[src/rtl/osiris_pkg.sv]
// Shared definitions for the iterative multiply/divide unit:
// funct3 operation encodings, FSM states and operand signedness helpers.
package osiris_pkg;

  typedef enum logic [2:0] {
    MDU_MUL    = 3'd0,
    MDU_MULH   = 3'd1,
    MDU_MULHSU = 3'd2,
    MDU_MULHU  = 3'd3,
    MDU_DIV    = 3'd4,
    MDU_DIVU   = 3'd5,
    MDU_REM    = 3'd6,
    MDU_REMU   = 3'd7
  } mdu_op_e;

  typedef enum logic [1:0] {
    MDU_IDLE = 2'd0,
    MDU_CALC = 2'd1,
    MDU_FIX  = 2'd2,
    MDU_DONE = 2'd3
  } mdu_state_e;

  // rs1 is treated as signed by MULH, MULHSU, DIV and REM
  function automatic logic op_signed_rs1(input mdu_op_e op);
    return (op == MDU_MULH) || (op == MDU_MULHSU) || (op == MDU_DIV) || (op == MDU_REM);
  endfunction

  // rs2 is treated as signed by MULH, DIV and REM
  function automatic logic op_signed_rs2(input mdu_op_e op);
    return (op == MDU_MULH) || (op == MDU_DIV) || (op == MDU_REM);
  endfunction

endpackage

[src/rtl/mdu_abs_neg.sv]
// Conditional two's complement negate: passes the value through, or negates it when neg is set.
// Used both to take operand magnitudes and to restore the sign of results.
module mdu_abs_neg #(
  parameter int WIDTH = 32
) (
  input  logic             neg,
  input  logic [WIDTH-1:0] val,
  output logic [WIDTH-1:0] res
);

  // Negate is invert-plus-one; a plain pass-through when neg is clear
  always_comb begin
    res = neg ? (~val + WIDTH'(1)) : val;
  end

endmodule

[src/rtl/mdu_iterative.sv]
// Iterative RV32M multiply/divide unit. Multiplies by shift-add and divides by restoring
// division on operand magnitudes, one bit per cycle, then fixes up the sign in a final cycle.
// Divide-by-zero and signed overflow bypass the loop and complete in a single cycle.
module mdu_iterative
  import osiris_pkg::*;
#(
  parameter int WIDTH = 32
) (
  input  logic             i_clk,
  input  logic             i_rst,
  input  logic             i_start_EX,
  input  logic [2:0]       i_op_EX,
  input  logic [WIDTH-1:0] i_rd1_EX,
  input  logic [WIDTH-1:0] i_rd2_EX,
  input  logic             i_flush_EX,
  output logic             o_busy_EX,
  output logic             o_done_EX,
  output logic [WIDTH-1:0] o_result_EX
);

  localparam int CW = $clog2(WIDTH);
  localparam logic [CW-1:0] CNT_MAX = CW'(WIDTH - 1);
  localparam logic [WIDTH-1:0] MIN_VAL = {1'b1, {(WIDTH-1){1'b0}}};

  mdu_state_e         state;
  mdu_op_e            op_q;
  logic [2*WIDTH-1:0] acc;
  logic [WIDTH-1:0]   divisor;
  logic [CW-1:0]      cnt;
  logic               neg_main;
  logic               neg_rem;

  mdu_op_e            op_in;
  logic               neg1_in;
  logic               neg2_in;
  logic [WIDTH-1:0]   abs1_in;
  logic [WIDTH-1:0]   abs2_in;
  logic               div_zero_in;
  logic               overflow_in;
  logic [WIDTH-1:0]   special_res;

  logic [WIDTH:0]     mul_sum;
  logic [2*WIDTH-1:0] mul_next;
  logic [WIDTH:0]     rem_sh;
  logic [WIDTH-1:0]   rem_diff;
  logic [2*WIDTH-1:0] div_next;
  logic [2*WIDTH-1:0] calc_next;

  logic [2*WIDTH-1:0] prod_fixed;
  logic [WIDTH-1:0]   quot_fixed;
  logic [WIDTH-1:0]   rem_fixed;
  logic [WIDTH-1:0]   fix_result;

  mdu_abs_neg #(.WIDTH(WIDTH))   u_abs1 (.neg(neg1_in),  .val(i_rd1_EX),            .res(abs1_in));
  mdu_abs_neg #(.WIDTH(WIDTH))   u_abs2 (.neg(neg2_in),  .val(i_rd2_EX),            .res(abs2_in));
  mdu_abs_neg #(.WIDTH(2*WIDTH)) u_prod (.neg(neg_main), .val(acc),                 .res(prod_fixed));
  mdu_abs_neg #(.WIDTH(WIDTH))   u_quot (.neg(neg_main), .val(acc[WIDTH-1:0]),      .res(quot_fixed));
  mdu_abs_neg #(.WIDTH(WIDTH))   u_rem  (.neg(neg_rem),  .val(acc[2*WIDTH-1:WIDTH]), .res(rem_fixed));

  // Decode the incoming request: signedness, magnitudes and the single-cycle special results
  always_comb begin
    op_in       = mdu_op_e'(i_op_EX);
    neg1_in     = op_signed_rs1(op_in) & i_rd1_EX[WIDTH-1];
    neg2_in     = op_signed_rs2(op_in) & i_rd2_EX[WIDTH-1];
    div_zero_in = i_op_EX[2] && (i_rd2_EX == '0);
    overflow_in = ((op_in == MDU_DIV) || (op_in == MDU_REM)) &&
                  (i_rd1_EX == MIN_VAL) && (i_rd2_EX == '1);
    special_res = '0;
    if (div_zero_in) begin
      special_res = i_op_EX[1] ? i_rd1_EX : '1;
    end else if (overflow_in) begin
      special_res = i_op_EX[1] ? '0 : i_rd1_EX;
    end
  end

  // One loop iteration: shift-add step for multiply, restoring subtract step for divide
  always_comb begin
    mul_sum   = {1'b0, acc[2*WIDTH-1:WIDTH]} + (acc[0] ? {1'b0, divisor} : '0);
    mul_next  = {mul_sum, acc[WIDTH-1:1]};
    rem_sh    = acc[2*WIDTH-1:WIDTH-1];
    rem_diff  = rem_sh[WIDTH-1:0] - divisor;
    if (rem_sh >= {1'b0, divisor}) begin
      div_next = {rem_diff, acc[WIDTH-2:0], 1'b1};
    end else begin
      div_next = {acc[2*WIDTH-2:0], 1'b0};
    end
    calc_next = op_q[2] ? div_next : mul_next;
  end

  // Select the sign-corrected result for the completed operation
  always_comb begin
    fix_result = '0;
    unique case (op_q)
      MDU_MUL:                        fix_result = prod_fixed[WIDTH-1:0];
      MDU_MULH, MDU_MULHSU, MDU_MULHU: fix_result = prod_fixed[2*WIDTH-1:WIDTH];
      MDU_DIV, MDU_DIVU:              fix_result = quot_fixed;
      MDU_REM, MDU_REMU:              fix_result = rem_fixed;
      default:                        fix_result = '0;
    endcase
  end

  // Control FSM with registered busy/done/result; reset beats flush, flush beats start
  always_ff @(posedge i_clk) begin
    if (i_rst) begin
      state       <= MDU_IDLE;
      op_q        <= MDU_MUL;
      acc         <= '0;
      divisor     <= '0;
      cnt         <= '0;
      neg_main    <= 1'b0;
      neg_rem     <= 1'b0;
      o_busy_EX   <= 1'b0;
      o_done_EX   <= 1'b0;
      o_result_EX <= '0;
    end else if (i_flush_EX) begin
      state     <= MDU_IDLE;
      o_busy_EX <= 1'b0;
      o_done_EX <= 1'b0;
    end else begin
      unique case (state)
        MDU_IDLE: begin
          o_busy_EX <= 1'b0;
          o_done_EX <= 1'b0;
          if (i_start_EX) begin
            op_q     <= op_in;
            neg_main <= neg1_in ^ neg2_in;
            neg_rem  <= neg1_in;
            if (i_op_EX[2]) begin
              acc     <= {{WIDTH{1'b0}}, abs1_in};
              divisor <= abs2_in;
            end else begin
              acc     <= {{WIDTH{1'b0}}, abs2_in};
              divisor <= abs1_in;
            end
            if (div_zero_in || overflow_in) begin
              o_result_EX <= special_res;
              o_done_EX   <= 1'b1;
              state       <= MDU_DONE;
            end else begin
              cnt       <= CNT_MAX;
              o_busy_EX <= 1'b1;
              state     <= MDU_CALC;
            end
          end
        end
        MDU_CALC: begin
          acc <= calc_next;
          if (cnt == '0) begin
            state <= MDU_FIX;
          end else begin
            cnt <= cnt - 1'b1;
          end
        end
        MDU_FIX: begin
          o_result_EX <= fix_result;
          o_busy_EX   <= 1'b0;
          o_done_EX   <= 1'b1;
          state       <= MDU_DONE;
        end
        MDU_DONE: begin
          o_done_EX <= 1'b0;
          state     <= MDU_IDLE;
        end
        default: begin
          o_busy_EX <= 1'b0;
          o_done_EX <= 1'b0;
          state     <= MDU_IDLE;
        end
      endcase
    end
  end

endmodule

[config.mk]
export PLATFORM = sky130hd
export DESIGN_NAME = mdu_iterative
export DESIGN_NICKNAME = d
export VERILOG_FILES = /design/src/rtl/osiris_pkg.sv /design/src/rtl/mdu_abs_neg.sv /design/src/rtl/mdu_iterative.sv
export SDC_FILE = /design/constraint.sdc
export NUM_CORES = 1
export LEC_CHECK = 0
export BUFFER_PORTS_ARGS = -buffer_cell sky130_fd_sc_hd__clkbuf_2
export CORE_MARGIN = 4
export CORE_UTILIZATION = 38
export CTS_BUF_LIST = sky130_fd_sc_hd__clkbuf_8
export CTS_CLUSTER_DIAMETER = 80
export DETAILED_ROUTE_END_ITERATION = 10
export PLACE_DENSITY = 0.59
export SKIP_CTS_REPAIR_TIMING = 1
export SYNTH_ARGS = -nofsm -noshare
export SYNTH_HDL_FRONTEND = slang
export SYNTH_SLANG_ARGS = --single-unit
[constraint.sdc]
create_clock -name i_clk -period 3.9 [get_ports i_clk]
set_input_delay 0.585 -clock i_clk [delete_from_list [all_inputs] [get_ports i_clk]]
set_output_delay 0.585 -clock i_clk [all_outputs]
set_load 0.1 [all_outputs]
==> metrics.txt, run 1 <==
status finished clean; Worst Path Buf+Inv 1; Layout area overhead 10.5%; reg-to-reg endpoint o_result_EX[9]$_SDFFE_PP0P_; worst-path fanout max 16; hold slack 0.421 ns; count of cell types in the netlist 90; skew final 0.0200 ns; final setup fails 0; crit share post-route 96.6%; CTS buffer count 17; antenna cells 0; DR pass1 iterations 6; Clock Latency Late Sink 0.53 ns; Max Cap Viol 0; post-synthesis instance total 2128; # DRC 0; initial detailed-routing violation count 1895; PwrDens 289 mW/mm^2; CTS sink count 142; GRT Total Usage 29.5%; Die Wd 206 um; Worst Setup Path Type flop to flop; CTS clock-pin slew for the worst setup and hold paths 0.09 ns; Final nets 2335; Root Driver clkbuf_8; Clock Tree Buf Depth 2; Startpoint Class flop; RSZ-0062 raised after global routing no; dpl cell area 0.0161 mm^2; register area share after synthesis 19.0%; slowest stage cell, crit path nor4_1; RePlAce Congestion 1.01; LEAKAGE 6.42 nW; post-synthesis register bit count 142; asr flop ratio synth 0%; Hold Path End state[1]$_SDFFE_PP0P_; Primary FF master, synth dfxtp_1; Die Height 206 um; CORE AREA 0.0387 mm^2; top cell type's share of synthesized area 19.0%; Detail Route Antenna Nets 0; CTS H-Tree Depth 4; Die ar. 0.0426 mm^2; vias in the first global route 15400; Post-synth EDFFs 0; Min-Delay Path Class primary input to flop; DR vias/cell 6.22; area of the mapped netlist 0.0149 mm^2; register area 0.00284 mm^2; Crit path max-delay family simple AND/OR/NAND/NOR gates; footprint of the multi-input gates 0.0111 mm^2; Slew HR 35.8%; drt wl/cell 23.7 um; Fin Setup TNS 0 ns; Buffers on Ports 104; CTS tree built; fmax 265 MHz; # rows 72; critical path data arrival time 4.14 ns; pin count of the biggest net entering global routing 76; HPWL after detailed placement 50.5 mm; Max stage delay on crit path 0.83 ns; Vias 16900; initial antenna violation count 1; Fillers 4157; Final Max Slew Viols 0; Reg2Reg Depth 10; Remaining Overflow, GRT 0; share of cells above drive strength 1 12.9%; CP cell instances nor4_1 -> nor4b_1 -> nand4_1 -> buf_4 -> a2111o_1 -> nand2_1 -> xor2_1 -> o221ai_1 -> nor2_1 -> nor3_1; Finished Cell Area 0.0165 mm^2; reg2reg start acc[22]$_SDFFE_PP0P_; WHS Path Cells 2; syn_nets 2276; io pins 105; top area cells in the synthesized netlist dfxtp_1, nor2_1, ha_1, xor2_1, o21ai_0; Avg Cell Area, Syn 7.02 um^2; min Tclk post-route 3.77 ns; Post-Route WL 64.5 mm; first-pass GRT wire length 96.3 mm; actual slew at the worst max-slew pin 0.955 ns; fin worst setup slack 0.132 ns; synth warn 0; critical path required time 4.27 ns; CP Capture Type flop; Final Hold Fails 0; R2R setup slack 0.13 ns; VDD IR-drop max 0.000196 V; Synth area leader dfxtp_1; Initial Util 38.6%; setup slack at placement 0.109 ns; hold path startpoint i_flush_EX
## metal layers
metal / up-vias / global-route usage, % / wire length [um]
met4: 0 / 11.1 / 2530
li1: 7869 / - / -
met2: 856 / 44.3 / 27500
met1: 8082 / 42.9 / 29300
met5: - / 0 / 0
met3: 111 / 3.77 / 5180
## registers in the layout, indices dropped and copies added, names as in the netlist
name         flops
divisor         32
neg_main         1
acc             64
state            2
o_busy_EX        1
o_result_EX     32
op_q             3
neg_rem          1
cnt              5
o_done_EX        1
## cell families after synthesis
family	Yosys count	synth area share, %
AND/OR/NAND/NOR	768	24.1
AO/OA/AOI/OAI	675	29.0
buffers and inverters	227	6.65
XOR/XNOR	176	10.3
flip-flops	142	19.0
adder cells (fa/ha/maj)	77	6.55
multiplexers	63	4.33
## cell type report
class / instances / share of cell area, %
Timing Repair Buffer: 190 / 7.23
Tap cell: 518 / 3.93
Clock inverter: 14 / 0.947
Multi-Input combinational cell: 1759 / 67.4
Clock buffer: 18 / 1.50
Sequential cell: 142 / 17.2
Inverter: 77 / 1.75
## worst max path at each step
stage,startpoint,cells past startpoint,to,slack [ns]
after CTS,acc[31]$_SDFFE_PP0P_,13,acc[60]$_SDFFE_PP0P_,0.14
after global routing,acc[31]$_SDFFE_PP0P_,12,acc[36]$_SDFFE_PP0P_,0.07
final,acc[22]$_SDFFE_PP0P_,10,o_result_EX[9]$_SDFFE_PP0P_,0.13
after detailed placement,i_rd1_EX[2],11,o_result_EX[5]$_SDFFE_PP0P_,0.11
after floorplan,i_rd1_EX[23],9,o_result_EX[31]$_SDFFE_PP0P_,0.79
after global placement,i_rd1_EX[23],11,o_result_EX[5]$_SDFFE_PP0P_,0.15
## cells in the final DEF, fill, tap and decap left out, types with 22 or more instances in the layout
cell type	Yosys	final
xnor2_1	73	73
xor2_1	103	103
mux2i_1	50	50
clkbuf_2	0	103
a21oi_1	166	166
inv_1	74	75
nand4_1	29	29
nand3_1	37	37
nor4_1	25	25
nor3_1	83	82
a22oi_1	22	22
dfxtp_1	142	141
nand2_1	210	210
o211ai_1	25	25
nor2_1	255	253
buf_4	4	85
o31ai_1	25	25
a211oi_1	67	67
ha_1	75	75
o21ai_0	179	178
## where the power goes
part           leakage (nW)  total [W]  switching, W  internal [W]
clock                 0.192    0.00132      0.000723      0.000595
sequential             1.16    0.00161     0.0000887       0.00152
combinational          5.07    0.00184       0.00121      0.000628
total                  6.42    0.00477       0.00202       0.00275
## metrics by stage
stage / utilization (%) / total power [W] / std cells
after floorplan: - / 0.00284 / 2128
after global placement: 41.6 / 0.00342 / 2686
after detailed placement: 41.6 / 0.00343 / 2686
after CTS: 42.6 / 0.00473 / 2718
after global routing: 42.6 / 0.00498 / 2718
final: 42.6 / 0.00477 / 2718
## synth_stat cells, types with 50 or more instances
| library cell | instances |
|---|---|
| dfxtp_1 | 142 |
| inv_1 | 74 |
| xor2_1 | 103 |
| a21oi_1 | 166 |
| nor2_1 | 255 |
| nand2_1 | 210 |
| clkbuf_1 | 115 |
| mux2i_1 | 50 |
| a211oi_1 | 67 |
| xnor2_1 | 73 |
| ha_1 | 75 |
| o21ai_0 | 179 |
| nor3_1 | 83 |
No activity file was read; power rests on OpenSTA's default activity.
==> run 2, diff against run 1 <==
Clock period 3.9 ns to 3.55 ns, I/O delays scaled along.
==> run 2 against run 1 <==
Utilization grew 1.2 points. Power grew 11%. Global-route usage grew 0.20 points. Clock skew grew 0.0045 ns. Largest cell class unchanged. Highest routed layer is now met5. First-iteration DRC count grew 8.2%. Critical path type unchanged. Non-clock buffer count grew 54.
==> metrics.txt, run 2 (synthesis results as in run 1) <==
status finished clean (unchanged); drt wl/cell 23.4 um (was 23.7 um); CTS H-Tree Depth 4 (unchanged); Worst Setup Path Type flop to flop (unchanged); CP cell instances or4_1 -> nor4b_2 -> nand4_1 -> buf_4 -> a2111o_1 -> nand2_1 -> xor2_1 -> o221ai_1 -> nor2_1 -> nor3_1 (was nor4_1 -> nor4b_1 -> nand4_1 -> buf_4 -> a2111o_1 -> nand2_1 -> xor2_1 -> o221ai_1 -> nor2_1 -> nor3_1); first-pass GRT wire length 96.6 mm (was 96.3 mm); hold path startpoint i_op_EX[0] (was i_flush_EX); GRT Total Usage 29.7% (was 29.5%); Clock Latency Late Sink 0.53 ns (about the same); Final Max Slew Viols 0 (unchanged); crit share post-route 96.4% (was 96.6%); Biggest register acc (unchanged); Comb pwr share 39.7% (was 38.5%); Power Total 0.00530 W (was 0.00477 W); Remaining Overflow, GRT 0 (unchanged); DR pass1 iterations 6 (unchanged); most frequent cells in the layout nor2_1, nand2_1, o21ai_0 (unchanged); R2R setup slack 0.13 ns (about the same); # rows 72 (unchanged); share of cells above drive strength 1 15.4% (was 12.9%); pin count of the biggest net entering global routing 75 (was 76); RSZ-0062 raised after global routing no (unchanged); reg2reg start acc[18]$_SDFFE_PP0P_ (was acc[22]$_SDFFE_PP0P_); Slew HR 28.8% (was 35.8%); Cell Count, Final, Fillers Out 2772 (was 2718); VDD IR-drop max 0.000225 V (was 0.000196 V); Post-Route WL 64.7 mm (was 64.5 mm); io pins 105 (unchanged); critical path data arrival time 3.80 ns (was 4.14 ns); Min-Delay Path Class primary input to flop (unchanged); HPWL after detailed placement 52.1 mm (was 50.5 mm); initial antenna violation count 3 (was 1); LEAKAGE 6.69 nW (was 6.42 nW); DR vias/cell 6.14 (was 6.22); Startpoint Class flop (unchanged); actual slew at the worst max-slew pin 1.06 ns (was 0.955 ns); skew final 0.0246 ns (was 0.0200 ns); Root Driver clkbuf_8 (unchanged); WHS Path Cells 3 (was 2); Pint 0.00307 W (was 0.00275 W); Max stage delay on crit path 0.69 ns (was 0.83 ns); CTS sink count 142 (unchanged); vias in the first global route 15700 (was 15400); Reg2Reg Depth 10 (unchanged); Final Hold Fails 0 (unchanged); Die Height 206 um (unchanged); commonest non-fill, non-tap cell in the layout nor2_1 (unchanged); Fillers 4147 (was 4157); Die Wd 206 um (unchanged); CORE AREA 0.0387 mm^2 (unchanged); reg-to-reg endpoint o_result_EX[9]$_SDFFE_PP0P_ (unchanged); Die ar. 0.0426 mm^2 (unchanged); Clock Tree Buf Depth 2 (unchanged); Max Cap Viol 0 (unchanged); Final Core Density 43.8% (was 42.6%); initial detailed-routing violation count 2050 (was 1895); slowest stage cell, crit path or4_1 (was nor4_1); # DRC 0 (unchanged); part of the power in the clock network 26.9% (was 27.6%); Final nets 2389 (was 2335); antenna cells 0 (unchanged); PwrDens 312 mW/mm^2 (was 289 mW/mm^2); Fin Setup TNS 0 ns (unchanged); max reg flops 64 (unchanged); Detail Route Antenna Nets 0 (unchanged); critical path required time 3.93 ns (was 4.27 ns); Crit path max-delay family simple AND/OR/NAND/NOR gates (unchanged); Initial Util 38.6% (unchanged); CP Capture Type flop (unchanged); worst-path fanout max 16 (unchanged); CTS clock-pin slew for the worst setup and hold paths 0.11 ns (was 0.09 ns); Layout area overhead 13.5% (was 10.5%); Buffers on Ports 104 (unchanged); P_sw 0.00223 W (was 0.00202 W); Hold Path End op_q[0]$_SDFFE_PP0P_ (was state[1]$_SDFFE_PP0P_); Switching Fraction 42.1% (was 42.4%); placed insts 2739 (was 2686); final setup fails 0 (unchanged); min Tclk post-route 3.42 ns (was 3.77 ns); RePlAce Congestion 1.05 (was 1.01); Worst Path Buf+Inv 1 (unchanged); CTS tree built (unchanged); biggest regs acc: 64 flops, divisor: 32 flops, o_result_EX: 32 flops (unchanged); Sequential Power Share 33.4% (was 33.9%); Vias 17000 (was 16900); fmax 292 MHz (was 265 MHz); CTS buffer count 17 (unchanged)
==> run 2: cell types whose count changed in the layout (fill, tap and decap cells not counted), sizes merged <==
cell	delta
inv	-1
buf	+54
clkinv	+3
clkinvlp	-2
==> run 2: worst max path at each step <==
stage / from / endpoint / slack, ns / cells past startpoint
floorplan: acc[33]$_SDFFE_PP0P_ / acc[60]$_SDFFE_PP0P_ / 0.46 / 10
global placement: i_rd1_EX[23] / o_result_EX[9]$_SDFFE_PP0P_ / -0.20 / 12
detailed placement: i_rd1_EX[23] / o_result_EX[28]$_SDFFE_PP0P_ / -0.25 / 12
CTS: acc[0]$_SDFFE_PP0P_ / acc[61]$_SDFFE_PP0P_ / -0.05 / 13
global route: acc[38]$_SDFFE_PP0P_ / acc[37]$_SDFFE_PP0P_ / 0.01 / 10
finish: acc[18]$_SDFFE_PP0P_ / o_result_EX[9]$_SDFFE_PP0P_ / 0.13 / 10
==> run 2: power by group through the flow <==
| stage | Clock (W) | Combinational, W | Sequential [W] |
|---|---|---|---|
| finish | 0.00143 | 0.00210 | 0.00177 |
| global route | 0.00150 | 0.00225 | 0.00178 |
| CTS | 0.00144 | 0.00204 | 0.00177 |
| detailed placement | 0 | 0.00204 | 0.00180 |
| global placement | 0 | 0.00203 | 0.00180 |
| floorplan | 0 | 0.00131 | 0.00181 |
==> run 2: worst min-delay path, cell delays in order <==
cell	delay (ns)
clkbuf_2	0.16
nand2_1	0.09
a21oi_1	0.06
==> run 2: layer usage <==
layer  vias up  track usage, %  share of wire (%)
met4         4            11.3                4.2
li1       7991               -                  -
met3       131            6.03                9.1
met2       835            44.7                 42
met1      8051            41.7                 44
met5         -               0              0.045
==> run 2: layout make-up <==
type                       count  area, um^2  share of cell area, %
clock inverter                14         158                  0.929
sequential                   142        2840                   16.8
tap                          518         648                   3.82
clock buffer                  18         248                   1.46
timing repair buffer         244        1610                   9.50
inverter                      77         289                   1.70
multi-input combinational   1759       11200                   65.8
==> run 2: through the flow <==
| stage | hold WS, ns | setup slack [ns] | area (um^2) |
|---|---|---|---|
| global route | 0.362 | 0.00995 | 17000 |
| floorplan | 0.432 | 0.459 | 14900 |
| global placement | 0.442 | -0.195 | 16500 |
| finish | 0.366 | 0.126 | 17000 |
| detailed placement | 0.445 | -0.250 | 16500 |
| CTS | 0.321 | -0.0456 | 16900 |
